[src/rtl/serial_bus_arbiter.sv]
// Arbitrates the single touch-panel SCLK pin between the LCD config controller (req0)
// and the touch ADC controller (req1), with a guard gap between owners and a hold watchdog.
module serial_bus_arbiter #(
    parameter int   GUARD_CYCLES   = 4,
    parameter int   TIMEOUT_CYCLES = 65535,
    parameter int   FIXED_PRIO     = 0,
    parameter logic SCLK_IDLE      = 1'b0
) (
    input  logic       clk,
    input  logic       rst,
    input  logic       req0,
    input  logic       sclk0,
    output logic       gnt0,
    input  logic       req1,
    input  logic       sclk1,
    output logic       gnt1,
    output logic       sclk_out,
    output logic [1:0] owner,
    output logic       timeout_err,
    output logic [7:0] timeout_count
);
    typedef enum logic [1:0] {IDLE, GRANT0, GRANT1, GUARD} state_t;

    localparam logic [7:0]  GUARD_LAST  = 8'(GUARD_CYCLES - 1);
    localparam logic [16:0] TIMEOUT_LIM = 17'(TIMEOUT_CYCLES);
    localparam logic        WD_EN       = (TIMEOUT_CYCLES != 0);
    localparam logic        FIXED       = (FIXED_PRIO != 0);

    state_t      state_q, state_d;
    logic [1:0]  owner_q, owner_d;
    logic [15:0] hold_q, hold_d;
    logic [7:0]  guard_q, guard_d;
    logic        last_owner_q, last_owner_d;
    logic        blocked0_q, blocked0_d;
    logic        blocked1_q, blocked1_d;
    logic        timeout_err_q, timeout_err_d;
    logic [7:0]  timeout_count_q, timeout_count_d;

    logic elig0, elig1, pick1, arbitrate, revoke, held_req;

    // last_owner_q: 0 = requester 0 held the bus last, 1 = requester 1
    always_comb begin
        state_d         = state_q;
        owner_d         = owner_q;
        hold_d          = hold_q;
        guard_d         = guard_q;
        last_owner_d    = last_owner_q;
        blocked0_d      = blocked0_q & req0;
        blocked1_d      = blocked1_q & req1;
        timeout_err_d   = 1'b0;
        timeout_count_d = timeout_count_q;
        arbitrate       = 1'b0;
        revoke          = 1'b0;
        held_req        = 1'b0;

        elig0 = req0 & ~blocked0_q;
        elig1 = req1 & ~blocked1_q;
        pick1 = elig1 & (~elig0 | (~FIXED & ~last_owner_q));

        case (state_q)
            IDLE: arbitrate = 1'b1;
            GRANT0, GRANT1: begin
                hold_d   = hold_q + 16'd1;
                held_req = (state_q == GRANT0) ? req0 : req1;
                if (!held_req) begin
                    state_d = GUARD;
                end else if (WD_EN && (({1'b0, hold_q} + 17'd1) == TIMEOUT_LIM)) begin
                    state_d = GUARD;
                    revoke  = 1'b1;
                end
            end
            GUARD: begin
                if (guard_q == GUARD_LAST) begin
                    guard_d   = '0;
                    state_d   = IDLE;
                    arbitrate = 1'b1;
                end else begin
                    guard_d = guard_q + 8'd1;
                end
            end
            default: state_d = IDLE;
        endcase

        if (state_d == GUARD && state_q != GUARD) begin
            owner_d = 2'b00;
            hold_d  = '0;
            guard_d = '0;
        end

        if (revoke) begin
            timeout_err_d = 1'b1;
            if (timeout_count_q != 8'hFF) begin
                timeout_count_d = timeout_count_q + 8'd1;
            end
            if (state_q == GRANT0) begin
                blocked0_d = 1'b1;
            end else begin
                blocked1_d = 1'b1;
            end
        end

        // Release always passes through GUARD, so arbitration only happens in IDLE or at guard end
        if (arbitrate && (elig0 | elig1)) begin
            state_d      = pick1 ? GRANT1 : GRANT0;
            owner_d      = pick1 ? 2'b10 : 2'b01;
            last_owner_d = pick1;
            hold_d       = '0;
        end
    end

    always_ff @(posedge clk or posedge rst) begin
        if (rst) begin
            state_q         <= IDLE;
            owner_q         <= 2'b00;
            hold_q          <= '0;
            guard_q         <= '0;
            last_owner_q    <= 1'b1;
            blocked0_q      <= 1'b0;
            blocked1_q      <= 1'b0;
            timeout_err_q   <= 1'b0;
            timeout_count_q <= '0;
        end else begin
            state_q         <= state_d;
            owner_q         <= owner_d;
            hold_q          <= hold_d;
            guard_q         <= guard_d;
            last_owner_q    <= last_owner_d;
            blocked0_q      <= blocked0_d;
            blocked1_q      <= blocked1_d;
            timeout_err_q   <= timeout_err_d;
            timeout_count_q <= timeout_count_d;
        end
    end

    // Decoded from the owner flops only, so the pin mux cannot glitch on a state change
    always_comb begin
        case (owner_q)
            2'b01:   sclk_out = sclk0;
            2'b10:   sclk_out = sclk1;
            default: sclk_out = SCLK_IDLE;
        endcase
    end

    assign gnt0          = (owner_q == 2'b01);
    assign gnt1          = (owner_q == 2'b10);
    assign owner         = owner_q;
    assign timeout_err   = timeout_err_q;
    assign timeout_count = timeout_count_q;
endmodule

[config.mk]
export PLATFORM = sky130hd
export DESIGN_NAME = serial_bus_arbiter
export DESIGN_NICKNAME = d
export VERILOG_FILES = /design/src/rtl/serial_bus_arbiter.sv
export SDC_FILE = /design/constraint.sdc
export NUM_CORES = 1
export LEC_CHECK = 0
export CORE_MARGIN = 3
export CORE_UTILIZATION = 30
export CTS_BUF_LIST = sky130_fd_sc_hd__clkbuf_16
export CTS_CLUSTER_SIZE = 24
export DETAILED_ROUTE_END_ITERATION = 16
export MAX_ROUTING_LAYER = met4
export SLEW_MARGIN = 20
export SYNTH_ARGS = -nofsm -noshare
export SYNTH_HDL_FRONTEND = slang
export SYNTH_SLANG_ARGS = --single-unit
[constraint.sdc]
create_clock -name clk -period 2.5 [get_ports clk]
set_input_delay 0.625 -clock clk [delete_from_list [all_inputs] [get_ports clk]]
set_output_delay 0.625 -clock clk [all_outputs]
set_load 0.1 [all_outputs]
# Yosys cells after proc, flatten, opt, wreduce, memory -nomap -nowiden
# Cells that the tools add are included.
# totals
register_bits,40
input_bits,6
output_inout_bits,14
wordCells,68
# classes
addsub,4
eq_ne,10
muxes,26
bitwise_logic,11
n_reduce_logical,8
# op_table
op,count
16-bit 2-to-1 mux,3
8-bit 2-to-1 mux,3
16-bit by 1-bit adder with 17-bit output (second input constant),1
17-bit by 16-bit == test with 1-bit output (second input constant),1
16-bit by 1-bit adder with 16-bit output (second input constant),1
8-bit by 1-bit adder with 8-bit output (second input constant),2
2-bit 2-to-1 mux,7
1-bit 2-to-1 mux,10
2-bit == test (second input constant),4
8-bit by 2-bit == test with 1-bit output (second input constant),1
8-bit != test (second input constant),1
1-bit AND,5
2-bit by 1-bit == test with 1-bit output (second input constant),2
1-bit NOT,4
1-bit one-hot mux with 2 select lines,2
2-bit one-hot mux with 2 select lines,1
2-bit nonzero test,2
3-bit nonzero test,1
1-bit logical AND,2
2-bit zero test,1
2-bit != test (second input constant),1
1-bit bitwise OR,2
2-bit AND reduction,1
2-bit OR reduction,1

# Logic depth before layout (Yosys ltp)
# Gate-level depths: netlist of run 1.
# logic_depth
ltp_word,9
mapped_depth,11
depth_no_buf,8

# Worst setup path before layout of run 1
# Ideal clock, no wire load.
# synth_timing
path_kind,reg-to-output
from,register owner_q[1] (netlist: owner[1])
to,output sclk_out
arrival_ns,3.385
required_time_ns,1.875
path_slack_ns,-1.510
path_stages_with_launch,4
path_cell_list,dfrtp_1 > ha_1 > a22oi_1 > nor2_1
# synth_via
elab_chain_len,2
# synth_lines
element,line,text
"start, declared",30,"logic [1:0] owner_q, owner_d;"
"start signal, assigned",124,owner_q <= owner_d;
2-bit == test,--,
via gnt1,16,"output logic gnt1,"
1-bit one-hot mux with 2 select lines,137,case (owner_q)
"end, declared",17,"output logic sclk_out,"
# The timed path passes the listed nets, and every way through them passes these cells.

# Final worst setup path of run 1
# layout_timing
from,register hold_q[0]
to,register timeout_count_q[1] (netlist: timeout_count[1])
# layout_via
elab_chain_len,6
# layout_lines
element,line,text
"start, declared",31,"logic [15:0] hold_q, hold_d;"
"start signal, assigned",125,hold_q <= hold_d;
16-bit by 1-bit adder with 17-bit output,67,"end else if (WD_EN && (({1'b0, hold_q} + 17'd1) == TIMEOUT_LIM)) begin"
17-bit by 16-bit == test with 1-bit output,67,
1-bit 2-to-1 mux,67,
1-bit 2-to-1 mux,65,if (!held_req) begin
1-bit 2-to-1 mux,60,case (state_q)
2-bit AND reduction (no line),--,
"end signal, assigned",131,timeout_count_q <= timeout_count_d;
"end, declared",37,"logic [7:0] timeout_count_q, timeout_count_d;"
# No other way between the ends.
# A chain may end at the register's enable or synchronous reset.

==> results.sh, run 1 <==
export IMPL_postSynthAreaPerCell_sq_um=9.317
export IMPL_cts_sinks=40
export IMPL_synthCells=262
export IMPL_grt_start_max_net_pins=20
export IMPL_dp_cells=385
export IMPL_synth_most_common_cell="dfrtp_1"
export IMPL_routed_wirelength_mm=5.374
export IMPL_synthMuxAreaShare=0.01486
export IMPL_synth_area_sq_um=2441
export IMPL_start_kind="flip-flop"
export IMPL_tightestPinTransition_ns=0.5746
export IMPL_total_power_mw=2.677
export IMPL_fin_crit_sh=0.9448
export IMPL_slew_violations=0
export IMPL_nets=308
export IMPL_critPathKind="flip-flop to flip-flop"
export IMPL_multiInputGateArea_sq_um=1353
export IMPL_dpl_cell_area_sq_um=2808
export IMPL_clk_pin_slew_worst_paths_ns=0.06
export IMPL_clock_root_buffer="clkbuf_16"
export IMPL_place_ws_ns=0.1192
export IMPL_synth_fa_ha_area_frac=0.04613
export IMPL_num_antenna_cells=0
export IMPL_vias=1977
export IMPL_grt_use_total=0.1291
export IMPL_yosys_area_share_simple=0.2778
export IMPL_cts_tree="done"
export IMPL_yosysTopAreaCellShare=0.3998
export IMPL_synthXorXnorAreaFrac=0.09329
export IMPL_async_flop_share=1.000
export IMPL_cp_arrival_ns=2.52
export IMPL_port_buffers=19
export IMPL_drt_iter0_markers=130
export IMPL_drc=0
export IMPL_firstDrtPassIters=4
export IMPL_ys_top_cells_by_area="dfrtp_1 40%, xnor2_1 5.4%, ha_1 4.6%, xor2_1 3.9%, nand4_1 3.8%"
export IMPL_die_h_um=96.21
export IMPL_grt_antenna_before_repair=0
export IMPL_synth_edf_count=0
export IMPL_grt_pass1_vias=1952
export IMPL_fp_coreArea_sq_um=7807
export IMPL_ys_flop_type="dfrtp_1"
export IMPL_synth_compound_area_frac=0.1040
export IMPL_grt_first_pass_wirelength_mm=9.183
export IMPL_worstHoldPathType="flip-flop to flip-flop"
export IMPL_dieWidth_um=96.21
export IMPL_cts_buffer_depth=2
export IMPL_slew_headroom=0.6165
export IMPL_outcome="finished, final reports clean"
export IMPL_rows=32
export IMPL_clock_skew_ns=0.005567
export IMPL_irDropWorstVdd_uv=392.0
export IMPL_area_delta_synth_final_pct=22.09
export IMPL_powerDensity_nw_per_um2=898.3
export IMPL_cts_made_buffers=5
export IMPL_synth_warnings=0
export IMPL_path_max_fanout=7
export IMPL_wl_per_cell_um=13.57
export IMPL_r2r_slack_ns=0.14
export IMPL_ant_nets=0
export IMPL_ios=20
export IMPL_grt_overflow=0
export IMPL_fill_cells=776
export IMPL_layout_drive_gt1_share=0.1939
export IMPL_final_cells=396
export IMPL_yosysUniqueCellTypes=48
export IMPL_initial_core_util=0.3127
export IMPL_fin_crit_ns=2.362
export IMPL_place_hpwl_mm=3.856
export IMPL_ys_seq_elements=40
export IMPL_vias_per_cell=4.992
export IMPL_hold_viol=0
export IMPL_cap_violations=0
export IMPL_postCtsHoldBufs=0
export IMPL_yosysSeqAreaShare=0.4106
export IMPL_setup_ws_ns=0.1380
export IMPL_fmax_ghz=0.4234
export IMPL_yosysTopAreaCell="dfrtp_1"
export IMPL_synth_top_family_by_area="simple AND/OR/NAND/NOR gates"
export IMPL_setup_viol=0
export IMPL_rr_worst_depth=10
export IMPL_place_gp_congestion=0.7910
export IMPL_hold_slack_ns=0.4651
export IMPL_leakage_nw=1.252
export IMPL_worstHoldPathCells=2
export IMPL_seqCellArea_sq_um=1005
export IMPL_worstSetupEndpointType="flip-flop"
export IMPL_cp_data_required_time_ns=2.66
export IMPL_dieArea_sq_um=9255
export IMPL_synth_common_cells="39 x dfrtp_1, 25 x nor2_1, 23 x nand2_1"
export IMPL_finalInstanceArea_sq_um=2980
export IMPL_clk_latency_ns=0.28
export IMPL_cts_max_level=2
export IMPL_mappedNetlistNets=277
## registers in the layout (all words and copies together) (netlist names)
name / count
hold_q: 16
guard_q: 8
timeout_count: 8
owner: 2
state_q: 2
blocked0_q: 1
blocked1_q: 1
last_owner_q: 1
timeout_err: 1
## where the power goes
part	internal, mW	switching [mW]
combinational	0.464	0.793
clock	0.363	0.252
sequential	0.731	0.0752
total	1.56	1.12
## layout by cell type, fill, tap and decap left out, types with 2 or more instances in the layout
cell	n
nand3b_1	8
nand2b_1	4
and3_1	10
dfrtp_2	2
and4_1	3
buf_12	2
ha_4	2
nand3_1	11
nor4b_2	2
dfrtp_1	37
xor2_1	11
nor3_1	6
inv_1	10
o21ai_0	6
nand2_1	23
ha_1	7
a21oi_1	5
o21ai_1	8
nor2_1	24
clkdlybuf4s50_1	5
clkbuf_16	5
a31oi_1	9
nor3_2	2
nand4_1	15
buf_4	30
xnor2_1	15
a22oi_1	2
clkinv_2	2
or3_1	2
o22ai_1	3
## worst paths after layout
| check | start | end |
|---|---|---|
| min reg2reg | last_owner_q | last_owner_q |
| min | last_owner_q | last_owner_q |
| max reg2reg | hold_q[0] | timeout_count[1] |
| max | hold_q[0] | timeout_count[1] |
| min in group asynchronous | rst | hold_q[14] |
| max in group asynchronous | rst | guard_q[6] |
## worst max-delay path: stages, from the launching register on
cell,delay (ns)
dfrtp_1,0.38
buf_4,0.17
inv_1,0.05
ha_1,0.14
nand4_1,0.17
nor4b_2,0.30
a22oi_1,0.11
nor3_2,0.30
buf_4,0.22
nand3_4,0.09
mux2_4,0.30
## layer usage
layer,vias up,share of wire,track usage
li1,997,-,-
met4,0,0.0043,0.03081
met2,26,0.53,0.2156
met5,-,0,-
met1,950,0.44,0.1588
met3,4,0.026,0.02815
## stage by stage
step | setup TNS [ns] | utilization
after floorplan | 0 | -
after global placement | 0 | 0.3596
after detailed placement | 0 | 0.3596
after CTS | 0 | 0.3774
after global routing | -0.009728 | 0.3817
final | 0 | 0.3817
## repair_timing
| action | in CTS | in global routing |
|---|---|---|
| setup endpoints to repair | 0 | 11 |
| gates resized for setup | 0 | 3 |
| buffers inserted | 0 | 3 |
## logic make-up (layout without fill, tap and decap cells)
family / count (synthesis) / in the layout
AND/OR/NAND/NOR: 119 / 119
buffers and inverters: 24 / 56
flip-flops: 40 / 40
AO/OA/AOI/OAI: 41 / 41
multiplexers: 3 / 3
adder cells (fa/ha/maj): 9 / 9
XOR/XNOR: 26 / 26
## final cells by class
class	count	share of cell area
clock buffers	5	0.04198
clock inverters	3	0.004618
inverters	11	0.01385
multi-input cells	198	0.4538
flip-flops and latches	40	0.3371
well taps	102	0.04282
repair buffers	37	0.1058
Power figures use the tool's default switching activity.
==> run 2, diff against run 1 <==
--- a/config.mk
+++ b/config.mk
@@ -5,6 +5,7 @@
 export SDC_FILE = /design/constraint.sdc
 export NUM_CORES = 1
 export LEC_CHECK = 0
+export CORE_ASPECT_RATIO = 0.5
 export CORE_MARGIN = 3
 export CORE_UTILIZATION = 30
 export CTS_BUF_LIST = sky130_fd_sc_hd__clkbuf_16
==> run 2 against run 1 <==
Combinational power is 4% lower. Routed wire length fell by 5.0%. First-iteration DRC count grew 22%. Total power rose by 2.8%. Clock power increased by 18%. Fmax increased by 2.2%. Global-route usage fell by 1.1 points. Critical path depth did not move. Via count shrank 1.2%. Highest routed layer unchanged. Flip-flop and latch count stayed put. Register-to-register slack improved by 0.05 ns. Core utilization rose by 0.71 points.
==> results.sh, run 2 (same netlist as run 1, synthesis figures left out) <==
export IMPL_wl_per_cell_um=12.92
export IMPL_worstHoldPathType="flip-flop to flip-flop"
export IMPL_seqCellArea_sq_um=1005
export IMPL_r2r_start="state_q[0]"
export IMPL_irDropWorstVdd_uv=361.0
export IMPL_drc=0
export IMPL_dp_cells=387
export IMPL_hold_viol=0
export IMPL_cts_sinks=40
export IMPL_cts_tree="done"
export IMPL_r2r_slack_ns=0.19
export IMPL_outcome="finished, final reports clean"
export IMPL_tightestPinTransition_ns=0.5201
export IMPL_setup_viol=0
export IMPL_fill_cells=777
export IMPL_final_common_cell="dfrtp_1"
export IMPL_place_gp_congestion=0.8499
export IMPL_rsz0062_at_grt="no"
export IMPL_fin_setup_tns_ns=0
export IMPL_fin_crit_ns=2.311
export IMPL_place_hpwl_mm=3.633
export IMPL_total_power_mw=2.752
export IMPL_slew_violations=0
export IMPL_drt_iter0_markers=159
export IMPL_clk_pin_slew_worst_paths_ns=0.06
export IMPL_layout_drive_gt1_share=0.1707
export IMPL_crit_start="state_q[0]"
export IMPL_grt_start_max_net_pins=41
export IMPL_fmax_ghz=0.4327
export IMPL_routed_wirelength_mm=5.105
export IMPL_port_buffers=19
export IMPL_setup_ws_ns=0.1890
export IMPL_hold_slack_ns=0.4618
export IMPL_cp_data_required_time_ns=2.66
export IMPL_firstDrtPassIters=4
export IMPL_ant_nets=0
export IMPL_rows=22
export IMPL_fp_coreArea_sq_um=7597
export IMPL_grt_use_total=0.1180
export IMPL_cap_violations=0
export IMPL_cts_setup_buffers=0
export IMPL_grt_pass1_vias=1941
export IMPL_area_delta_synth_final_pct=21.01
export IMPL_worstSetupEndpointType="flip-flop"
export IMPL_leakage_nw=1.229
export IMPL_cts_max_level=2
export IMPL_grt_antenna_before_repair=0
export IMPL_multiInputGateArea_sq_um=1343
export IMPL_vias_per_cell=4.947
export IMPL_top_register="hold_q"
export IMPL_grt_overflow=0
export IMPL_cts_buffer_depth=2
export IMPL_layout_common_cells="37 x dfrtp_1, 24 x nor2_1, 23 x nand2_1, 23 x buf_4"
export IMPL_critPathKind="flip-flop to flip-flop"
export IMPL_place_ws_ns=0.1358
export IMPL_start_kind="flip-flop"
export IMPL_dieWidth_um=133.6
export IMPL_final_cells=395
export IMPL_postCtsHoldBufs=0
export IMPL_fin_util=0.3888
export IMPL_largest_register_ffs=16
export IMPL_dieArea_sq_um=9321
export IMPL_clock_skew_ns=0.002876
export IMPL_ios=20
export IMPL_slew_headroom=0.6533
export IMPL_dpl_cell_area_sq_um=2785
export IMPL_finalInstanceArea_sq_um=2954
export IMPL_clk_latency_ns=0.28
export IMPL_powerDensity_nw_per_um2=931.7
export IMPL_min_delay_start="last_owner_q"
export IMPL_clock_root_buffer="clkbuf_16"
export IMPL_cts_resized=0
export IMPL_cts_made_buffers=5
export IMPL_initial_core_util=0.3213
export IMPL_path_max_fanout=18
export IMPL_die_h_um=69.79
export IMPL_grt_first_pass_wirelength_mm=8.921
export IMPL_num_antenna_cells=0
export IMPL_vias=1954
export IMPL_nets=301
export IMPL_cp_arrival_ns=2.47
export IMPL_fin_crit_sh=0.9244
[run 2: cell types whose count changed in the layout (fill, tap and decap cells not counted), sizes merged]
| cell | change |
|---|---|
| bufinv | +1 |
| clkinv | -2 |
| clkinvlp | +1 |
| buf | -7 |
[run 2: per-layer routing]
metal / global-route usage / vias up / share of wire
li1: - / 984 / -
met1: 0.1413 / 941 / 0.48
met2: 0.2034 / 25 / 0.49
met3: 0.02609 / 4 / 0.025
met4: 0.02965 / 0 / 0.0090
met5: - / - / 0
[run 2: area by class of cell]
cell class	count	share of cell area
timing repair buffer	30	0.08895
clock buffer	5	0.04235
sequential	40	0.3401
inverter	11	0.01398
multi-input combinational	198	0.4545
tap	108	0.04574
clock inverter	3	0.01440
[run 2: worst max-delay path, stage by stage, from the launching register on]
cell and delay [ns]:
dfrtp_1 0.44, inv_1 0.09, ha_1 0.31, nand4_1 0.14, nor4b_1 0.32, a22oi_1 0.12, nor3_2 0.11, buf_4 0.21
a31o_1 0.21, buf_12 0.16, o21ai_0 0.08
[run 2: worst paths after layout]
kind	to	cells past startpoint
setup / recovery	owner[1]	10
hold / removal	last_owner_q	2
setup reg to reg	owner[1]	10
hold reg to reg	last_owner_q	2
max in group asynchronous	owner[1]	3
min in group asynchronous	timeout_err	3
[run 2: power by group]
part	internal (mW)	switching (mW)
combinational	0.431	0.781
clock	0.469	0.259
sequential	0.731	0.0819
